<file path="config.mk">
export PLATFORM = sky130hd
export DESIGN_NAME = exec_trace_recorder_flat
export DESIGN_NICKNAME = d
export VERILOG_FILES = /design/src/rtl/exec_trace_recorder_if.sv /design/src/rtl/exec_trace_recorder.sv /design/src/flat_wrapper.sv
export SDC_FILE = /design/constraint.sdc
export NUM_CORES = 2
export LEC_CHECK = 0
export ABC_AREA = 1
export CAP_MARGIN = 30
export CORE_MARGIN = 1
export CORE_UTILIZATION = 35
export CTS_CLUSTER_DIAMETER = 150
export DETAILED_ROUTE_END_ITERATION = 7
export PLACE_DENSITY_LB_ADDON = 0.05
export SLEW_MARGIN = 10
export SYNTH_ARGS = -nofsm -noshare
export SYNTH_HDL_FRONTEND = slang
export SYNTH_SLANG_ARGS = --single-unit
export TNS_END_PERCENT = 50
</file>
<file path="constraint.sdc">
create_clock -name sysclk -period 12.8 [get_ports sysclk]
set_input_delay 1.28 -clock sysclk [delete_from_list [all_inputs] [get_ports sysclk]]
set_output_delay 1.28 -clock sysclk [all_outputs]
set_load 0.01 [all_outputs]
</file>
<file path="src/rtl/exec_trace_recorder_if.sv">
// exec_trace_recorder_if: sample, control and readback signals of the trace recorder
// Ports (signals): enable_exec/code_addr/exr carry the sampled stream; arm/abort/trig_* control
// capture; rd_idx selects an entry and rd_addr/rd_exr/state/count/trig_pos/invalid_cnt report back.
// master = supervisor/target side, slave = recorder side.
interface exec_trace_recorder_if #(
  parameter int ADDR_W  = 16,
  parameter int INSTR_W = 16,
  parameter int DEPTH   = 64
);
  localparam int AW = $clog2(DEPTH);
  logic               enable_exec;
  logic [ADDR_W-1:0]  code_addr;
  logic [INSTR_W-1:0] exr;
  logic               arm;
  logic               abort;
  logic [1:0]         trig_mode;
  logic [ADDR_W-1:0]  trig_addr;
  logic               trig_in;
  logic [AW-1:0]      rd_idx;
  logic [ADDR_W-1:0]  rd_addr;
  logic [INSTR_W-1:0] rd_exr;
  logic [1:0]         state;
  logic [AW:0]        count;
  logic [AW-1:0]      trig_pos;
  logic [7:0]         invalid_cnt;
  modport master (
    output enable_exec, code_addr, exr, arm, abort, trig_mode, trig_addr, trig_in, rd_idx,
    input  rd_addr, rd_exr, state, count, trig_pos, invalid_cnt
  );
  modport slave (
    input  enable_exec, code_addr, exr, arm, abort, trig_mode, trig_addr, trig_in, rd_idx,
    output rd_addr, rd_exr, state, count, trig_pos, invalid_cnt
  );
endinterface

</file>
<file path="src/rtl/exec_trace_recorder.sv">
// exec_trace_recorder: circular (addr, exr) trace buffer with selectable trigger and post-trigger stop
// Ports: sysclk, sysreset (sync, active-high); bus (exec_trace_recorder_if.slave) carries the
// sample stream, arm/abort/trigger controls, rd_idx readback select and the status outputs.
module exec_trace_recorder #(
  parameter int ADDR_W    = 16,
  parameter int INSTR_W   = 16,
  parameter int DEPTH     = 64,
  parameter int POST_TRIG = 16
) (
  input logic                 sysclk,
  input logic                 sysreset,
  exec_trace_recorder_if.slave bus
);
  localparam int AW = $clog2(DEPTH);
  localparam logic [AW:0] FULL = (AW+1)'(DEPTH);
  localparam logic [1:0] S_IDLE = 2'd0, S_ARMED = 2'd1, S_POST = 2'd2, S_DONE = 2'd3;
  logic [1:0]                 r_state, w_next;
  logic [AW-1:0]              r_wr_ptr, r_trig_pos, r_post, w_phys;
  logic [AW:0]                r_count;
  logic [7:0]                 r_invalid_cnt;
  logic [ADDR_W-1:0]          r_rd_addr;
  logic [INSTR_W-1:0]         r_rd_exr;
  logic [ADDR_W+INSTR_W-1:0]  r_mem [DEPTH];
  logic                       w_recording, w_sample, w_invalid, w_match, w_trig, w_post_end;

  always_ff @(posedge sysclk)
    if (sysreset) r_state <= S_IDLE;
    else r_state <= w_next;

  always_comb begin
    w_next = r_state;
    if (bus.arm) w_next = S_ARMED;
    else if (bus.abort && w_recording) w_next = S_IDLE;
    else if (w_trig) w_next = POST_TRIG == 0 ? S_DONE : S_POST;
    else if (w_post_end) w_next = S_DONE;
  end

  // arm and abort cycles are control cycles and never store a sample
  always_comb begin
    w_recording = r_state == S_ARMED || r_state == S_POST;
    w_sample    = bus.enable_exec && w_recording && !bus.arm && !bus.abort && !sysreset;
    w_invalid   = bus.exr == '1;
    w_match     = bus.trig_mode == 2'd0 ? 1'b1 :
                  bus.trig_mode == 2'd1 ? bus.code_addr == bus.trig_addr :
                  bus.trig_mode == 2'd2 ? w_invalid : bus.trig_in;
    w_trig      = w_sample && r_state == S_ARMED && w_match;
    w_post_end  = w_sample && r_state == S_POST && r_post == AW'(1);
    // once wrapped, the oldest entry sits at wr_ptr
    w_phys      = (r_count == FULL ? r_wr_ptr : '0) + bus.rd_idx;
    bus.state       = r_state;
    bus.count       = r_count;
    bus.trig_pos    = r_trig_pos;
    bus.invalid_cnt = r_invalid_cnt;
    bus.rd_addr     = r_rd_addr;
    bus.rd_exr      = r_rd_exr;
  end

  always_ff @(posedge sysclk)
    if (w_sample) r_mem[r_wr_ptr] <= {bus.code_addr, bus.exr};

  always_ff @(posedge sysclk)
    if (sysreset) begin
      r_wr_ptr      <= '0;
      r_count       <= '0;
      r_trig_pos    <= '0;
      r_invalid_cnt <= '0;
      r_post        <= '0;
      r_rd_addr     <= '0;
      r_rd_exr      <= '0;
    end else begin
      r_rd_addr <= r_mem[w_phys][ADDR_W+INSTR_W-1:INSTR_W];
      r_rd_exr  <= r_mem[w_phys][INSTR_W-1:0];
      if (bus.arm) begin
        r_wr_ptr      <= '0;
        r_count       <= '0;
        r_trig_pos    <= '0;
        r_invalid_cnt <= '0;
        r_post        <= '0;
      end else if (w_sample) begin
        r_wr_ptr <= r_wr_ptr + 1'b1;
        if (r_count != FULL) r_count <= r_count + 1'b1;
        if (w_invalid && r_invalid_cnt != 8'hFF) r_invalid_cnt <= r_invalid_cnt + 8'd1;
        if (w_trig) begin
          r_trig_pos <= r_count == FULL ? AW'(DEPTH-1) : r_count[AW-1:0];
          r_post     <= AW'(POST_TRIG);
        end else if (r_state == S_POST) begin
          r_post <= r_post - 1'b1;
          // a full buffer drops its oldest entry, shifting the trigger one slot toward index 0
          if (r_count == FULL) r_trig_pos <= r_trig_pos - 1'b1;
        end
      end
    end
endmodule

</file>
<file path="src/flat_wrapper.sv">
// flat-port wrapper written by rule: the top's interface ports become plain ports
module exec_trace_recorder_flat 
#(
  parameter int ADDR_W    = 16,
  parameter int INSTR_W   = 16,
  parameter int DEPTH     = 64,
  parameter int POST_TRIG = 16
)
  (sysclk, sysreset, bus_enable_exec, bus_code_addr, bus_exr, bus_arm, bus_abort, bus_trig_mode, bus_trig_addr, bus_trig_in, bus_rd_idx, bus_rd_addr, bus_rd_exr, bus_state, bus_count, bus_trig_pos, bus_invalid_cnt);
  exec_trace_recorder_if #(.ADDR_W(ADDR_W), .INSTR_W(INSTR_W), .DEPTH(DEPTH)) bus_i ();
  input logic sysclk;
  input logic sysreset;
  input wire logic [$bits(bus_i.enable_exec)-1:0] bus_enable_exec;
  input wire logic [$bits(bus_i.code_addr)-1:0] bus_code_addr;
  input wire logic [$bits(bus_i.exr)-1:0] bus_exr;
  input wire logic [$bits(bus_i.arm)-1:0] bus_arm;
  input wire logic [$bits(bus_i.abort)-1:0] bus_abort;
  input wire logic [$bits(bus_i.trig_mode)-1:0] bus_trig_mode;
  input wire logic [$bits(bus_i.trig_addr)-1:0] bus_trig_addr;
  input wire logic [$bits(bus_i.trig_in)-1:0] bus_trig_in;
  input wire logic [$bits(bus_i.rd_idx)-1:0] bus_rd_idx;
  output wire logic [$bits(bus_i.rd_addr)-1:0] bus_rd_addr;
  output wire logic [$bits(bus_i.rd_exr)-1:0] bus_rd_exr;
  output wire logic [$bits(bus_i.state)-1:0] bus_state;
  output wire logic [$bits(bus_i.count)-1:0] bus_count;
  output wire logic [$bits(bus_i.trig_pos)-1:0] bus_trig_pos;
  output wire logic [$bits(bus_i.invalid_cnt)-1:0] bus_invalid_cnt;
  assign bus_i.enable_exec = bus_enable_exec;
  assign bus_i.code_addr = bus_code_addr;
  assign bus_i.exr = bus_exr;
  assign bus_i.arm = bus_arm;
  assign bus_i.abort = bus_abort;
  assign bus_i.trig_mode = bus_trig_mode;
  assign bus_i.trig_addr = bus_trig_addr;
  assign bus_i.trig_in = bus_trig_in;
  assign bus_i.rd_idx = bus_rd_idx;
  assign bus_rd_addr = bus_i.rd_addr;
  assign bus_rd_exr = bus_i.rd_exr;
  assign bus_state = bus_i.state;
  assign bus_count = bus_i.count;
  assign bus_trig_pos = bus_i.trig_pos;
  assign bus_invalid_cnt = bus_i.invalid_cnt;
  exec_trace_recorder #(.ADDR_W(ADDR_W), .INSTR_W(INSTR_W), .DEPTH(DEPTH), .POST_TRIG(POST_TRIG)) u_core (.sysclk(sysclk), .sysreset(sysreset), .bus(bus_i));
endmodule
</file>
# [After elaboration in Yosys (flattened, before gate mapping)]
# Memory sizes are Yosys's and may differ from the RTL's. A register that Yosys moved wholly into a read port is not among the register bits.
# Index checks and enable logic that the tools add are counted.
[word_totals] register_bits=35 ram_bits=2048 inputBits=62 out_inout_bits=55 wordCells=65 n_memories=1
[classes] addsub=6 n_eq_ne=10 n_mux=16 reduce_logical=25
[memory_table] name="u_core.r_mem" depth=64 word_bits=32 rd=1 rd_ports_with_merged_regs=1 wr=1 line_no="exec_trace_recorder.sv:23" rtl="logic [ADDR_W+INSTR_W-1:0] r_mem [DEPTH];"
[ops] op="$mux 6" count=7
[ops] op="$eq 16x16->1" count=1
[ops] op="$eq 16x16->1 const B" count=1
[ops] op="$sub 6x1->6 const B" count=2
[ops] op="$logic_and 1x1->1" count=10
[ops] op="$add 8x1->8 const B" count=1
[ops] op="$ne 8x8->1 const B" count=1
[ops] op="$add 7x1->7 const B" count=1
[ops] op="$eq 7x7->1 const B" count=1
[ops] op="$mux 1" count=7
[ops] op="$ne 7x7->1 const B" count=1
[ops] op="$add 6x1->6 const B" count=1
[ops] op="$add 6x6->6" count=1
[ops] op="$eq 6x1->1 const B" count=1
[ops] op="$reduce_and 2->1" count=3
[ops] op="$reduce_bool 2->1" count=3
[ops] op="$eq 2x1->1 const B" count=2
[ops] op="$eq 2x2->1 const B" count=2
[ops] op="$mux 2" count=2
[ops] op="$reduce_bool 4->1" count=1
[ops] op="$logic_not 1->1" count=3
[ops] op="$reduce_and 3->1" count=1
[ops] op="$reduce_or 3->1" count=1
[ops] op="$logic_not 2->1" count=1
[ops] op="other kinds (2)" count=2

# [Depth between registers and ports, before layout]
[depth] depth_word=12 ltp_mapped=23 depth_no_buf=18

# [Least setup slack after synthesis]
# Ideal clock, no wire load.
[synth_timing] kind="in2reg" startpoint="in bus_arm" endpoint="mem u_core.r_mem[63][0] (netlist bit), enable pin" setup_time_ns=0.464 t_arrival_ns=4.363 required_ns=12.336 setup_slack_ns=7.973 stages=5 n_path_buf=0 cell_sequence="nor2_4 -> nand4_1 -> nor2_1 -> nand2_1 -> nor3_1"
[synth_between] elab_chain_len=6
[synth_lines] element="start: declaration" line_no="flat_wrapper.sv:16" rtl="input wire logic [$bits(bus_i.arm)-1:0] bus_arm;"
[synth_lines] element="$logic_not 1->1" line_no="exec_trace_recorder.sv:41" rtl="w_sample = bus.enable_exec && w_recording && !bus.arm && !bus.abort && !sysreset;"
[synth_lines] element="$logic_and 1x1->1 (3 in a row)" line_no="exec_trace_recorder.sv:41"
[synth_lines] element="$mux 1" line_no="exec_trace_recorder.sv:59" rtl="if (w_sample) r_mem[r_wr_ptr] <= {bus.code_addr, bus.exr};"
[synth_lines] element="$mux 1 (not written as such)" line_no="exec_trace_recorder.sv:59"
[synth_lines] element="end: declaration" line_no="exec_trace_recorder.sv:23"
# Every way passes these cells.

# [Worst setup path after layout]
[layout_timing] startpoint="reg u_core.r_count[0], in the netlist u_core.bus.count[0]" endpoint="reg u_core.r_rd_addr[13], in the netlist u_core.bus.rd_addr[13] (read register of u_core.r_mem)"
[layout_between] elab_chain_len=3
[layout_lines] element="start: declaration" line_no="exec_trace_recorder.sv:19" rtl="logic [AW:0] r_count;"
[layout_lines] element="start signal: assignment" line_no="exec_trace_recorder.sv:81" rtl="if (r_count != FULL) r_count <= r_count + 1'b1;"
[layout_lines] element="$eq 7x7->1" line_no="exec_trace_recorder.sv:49" rtl="w_phys = (r_count == FULL ? r_wr_ptr : '0) + bus.rd_idx;"
[layout_lines] element="$mux 6" line_no="exec_trace_recorder.sv:49"
[layout_lines] element="$add 6x6->6" line_no="exec_trace_recorder.sv:49"
[layout_lines] element="end: declaration" line_no="exec_trace_recorder.sv:21" rtl="logic [ADDR_W-1:0] r_rd_addr;"
# Every way passes these cells.
# A chain may end at the register's enable or synchronous reset.

==> impl_metrics.json <==
{
  "status": "completed",
  "ctsRootBufferMaster": "clkbuf_16",
  "worst_slack_ns": 6.38,
  "ys_seq_area_frac": 0.735,
  "area_delta_synth_final_pct": 14.3,
  "holdPathStages": 2,
  "design_area_mm2": 0.0977,
  "cp-start-kind": "flop",
  "cts_setup_buffers": 0,
  "avgSynthCellArea_um2": 12.0,
  "maxSlewViolCount": 0,
  "worst_pin_slew_ns": 1.07,
  "htree_levels": 4,
  "initial_core_util": 0.352,
  "max_freq_ghz": 0.156,
  "critPathKind": "flop to flop",
  "syn_area_mm2": 0.0855,
  "drive_above_1_share": 0.0778,
  "synthFlopType": "edfxtp_1",
  "internal_power_uw": 11400,
  "leakage_uw": 0.0323,
  "drc_errors": 0,
  "io_buffers": 116,
  "first_pass_iters": 6,
  "arrival_ns": 7.23,
  "cts_resized": 0,
  "n_fill_cell": 23000,
  "skew_ns": 0.0465,
  "finalHoldViolCount": 0,
  "cts_buffers": 230,
  "rr_worst_depth": 21,
  "die_y_um": 496,
  "rows": 181,
  "seqPwrFrac": 0.510,
  "clk_pin_slew_ns": 0.06,
  "hold_path.class": "flop to flop",
  "yosysTopAreaCell": "edfxtp_1",
  "synth_top_area_frac": 0.719,
  "r2r-start": "u_core.bus.count[0]",
  "fin_setup_tns_ns": 0,
  "cts_tree": "done",
  "grt_max_degree": 177,
  "synthCells": 7140,
  "syn_nets": 7217,
  "dp.cells": 10200,
  "antenna_found_initial": 21,
  "gr-usage-all-layers": 0.231,
  "hpwl_mm": 153,
  "dr.first_iter.drc_count": 5542,
  "fin_crit_sh": 0.501,
  "power.density_mw_per_mm2": 153,
  "grt_pass1_vias": 53100,
  "ctsHoldBuffers": 0,
  "synth_most_common_cell": "edfxtp_1",
  "async_reset_ff_frac": 0,
  "drv_cap": 0,
  "synthTopCellsByArea": "edfxtp_1 72%, nor2_1 7.5%, o21ai_0 6.7%",
  "dieArea_mm2": 0.246,
  "cp.required_ns": 13.61,
  "stdcell_count": 10600,
  "ys_warn_count": 0,
  "viasPerCell": 5.23,
  "timing.rr.end": "u_core.bus.rd_addr[13]",
  "rsz0062_at_grt": "no",
  "fin_crit_ns": 6.42,
  "wl_mm": 287,
  "setup_viol": 0,
  "power_frac_comb": 0.061,
  "core-area_mm2": 0.243,
  "worstHoldStart": "u_core.bus.invalid_cnt[4]",
  "p_switching_uw": 3490,
  "yosysUniqueCellTypes": 37,
  "grt-ovfl-total": 0,
  "rrSetupSlack_ns": 6.38,
  "routedWlPerCell_um": 27.0,
  "cts.sinks": 2115,
  "synth_edf_count": 2048,
  "ant_nets": 0,
  "ys_seq_elements": 2115,
  "post-place-ws_ns": 6.08,
  "cp_max_fo": 176,
  "hold-path-endpoint": "u_core.bus.invalid_cnt[4]",
  "ir_drop_mv": 0.119,
  "gp_congestion": 0.763,
  "vias": 55500,
  "worst_setup_path_end_kind": "flop",
  "pwr-share-clk": 0.429,
  "grt_pass1_wl_mm": 405,
  "die_w_um": 496,
  "utilization": 0.402,
  "synth_commonest_cells": "2048 x edfxtp_1, 1718 x nor2_1, 1140 x o21ai_0",
  "slew_headroom": 0.289,
  "finalNetCount": 7279,
  "clock_latency_ns": 0.91,
  "cts_buffer_depth": 3,
  "io_pins": 117,
  "switching_share": 0.234,
  "place_area_mm2": 0.0905
}
==> stage by stage <==
stage | total power, uW | hold WS (ns)
floorplan | 8210 | 0.476
global placement | 8680 | 0.462
detailed placement | 8680 | 0.473
CTS | 15100 | 0.484
global route | 15400 | 0.514
finish | 14900 | 0.476
==> registers in the layout (all words and copies together), names as in the netlist <==
register and count:
u_core.bus.count 7, u_core.r_mem 2048, u_core.bus.trig_pos 6, u_core.r_post 6, u_core.bus.rd_exr 16, u_core.bus.invalid_cnt 8, u_core.bus.rd_addr 16, u_core.bus.state 2
u_core.r_wr_ptr 6
==> cell type report <==
| type | instances | area (um2) | area share |
|---|---|---|---|
| tap | 3202 | 4010 | 0.0410 |
| inverter | 342 | 1310 | 0.0134 |
| multi-input combinational | 4230 | 19900 | 0.204 |
| clock inverter | 124 | 1050 | 0.0108 |
| antenna | 11 | 27.5 | 0.000282 |
| clock buffer | 299 | 6080 | 0.0622 |
| sequential | 2115 | 62800 | 0.643 |
| timing repair buffer | 283 | 2530 | 0.0259 |
==> placed cells by master, fill, tap and decap left out, types with 4 or more instances in the layout <==
| cell type | Yosys | routed |
|---|---|---|
| a21oi_1 | 23 | 23 |
| clkinv_1 | 0 | 61 |
| clkdlybuf4s50_1 | 0 | 84 |
| bufinv_16 | 0 | 14 |
| clkbuf_8 | 0 | 4 |
| nor3_1 | 17 | 14 |
| o21ai_0 | 1140 | 1140 |
| clkbuf_16 | 0 | 231 |
| inv_6 | 0 | 6 |
| o211ai_1 | 255 | 255 |
| nand3_1 | 183 | 183 |
| clkinv_2 | 1 | 33 |
| xor2_1 | 10 | 9 |
| o21ai_1 | 418 | 418 |
| buf_12 | 0 | 12 |
| edfxtp_1 | 2048 | 2048 |
| buf_16 | 0 | 4 |
| buf_2 | 106 | 21 |
| nand2_1 | 417 | 417 |
| diode_2 | 0 | 11 |
| buf_4 | 16 | 159 |
| ha_1 | 14 | 13 |
| nor2_1 | 1718 | 1657 |
| dfxtp_1 | 67 | 67 |
| clkbuf_1 | 264 | 64 |
| nor2_4 | 1 | 62 |
| clkinv_8 | 0 | 6 |
| inv_1 | 338 | 337 |
| nand4_1 | 15 | 15 |
==> metal layers <==
metal | GRT usage | vias to the layer above | wire [um]
met4 | 0.0534 | 0 | 5460
met3 | 0.0326 | 286 | 15200
met1 | 0.335 | 28300 | 133000
met5 | 0 | - | 0
met2 | 0.367 | 1432 | 133000
li1 | - | 25500 | -
==> cells by family (layout without fill, tap and decap cells) <==
group | count (synthesis) | count (layout) | synth area share
and+or+nand+nor | 2360 | 2360 | 0.107
DFF | 2115 | 2115 | 0.735
AOI/OAI and AO/OA | 1841 | 1841 | 0.115
buffers and inverters | 795 | 1048 | 0.0387
adders and majority gates | 15 | 15 | 0.00228
xor gates and xnor gates | 13 | 13 | 0.00142
muxes | 1 | 1 | 0.000132
other | 0 | 11 | 0
==> power groups by stage <==
| stage | clock network, uW | logic (uW) | registers (uW) |
|---|---|---|---|
| after floorplan | 0 | 460 | 7750 |
| after global placement | 0 | 917 | 7760 |
| after detailed placement | 0 | 920 | 7760 |
| after CTS | 6540 | 923 | 7610 |
| after global routing | 6780 | 1000 | 7610 |
| final | 6400 | 908 | 7610 |
==> worst max-delay path by stage <==
stage / to / start / slack [ns]
finish: u_core.bus.rd_addr[13] / u_core.bus.count[0] / 6.38
global route: u_core.bus.rd_exr[4] / u_core.bus.count[0] / 6.05
CTS: u_core.bus.rd_addr[13] / u_core.bus.count[0] / 6.42
detailed placement: u_core.bus.rd_addr[13] / bus_rd_idx[0] / 6.08
global placement: u_core.bus.rd_addr[13] / bus_rd_idx[0] / 6.05
floorplan: u_core.r_mem[63][0] / bus_arm / 7.97
==> worst max-delay path, stage by stage (launching register included) <==
cell and delay, ns:
dfxtp_1 0.35, inv_1 0.14, ha_1 0.16, nand2_1 0.05, nor3_1 0.13, nand3_1 0.08, buf_4 0.20, nor2_1 0.37
ha_4 0.71, buf_12 0.58, buf_12 0.62, buf_4 0.76, nor2_1 0.11, nor2_1 0.10, o21ai_0 0.08, o21ai_1 0.11
inv_1 0.05, o211ai_1 0.34, nand3_1 0.40, nand3_1 0.28, nand2_1 0.12, nor2_1 0.12
Power figures use the tool's default switching activity.
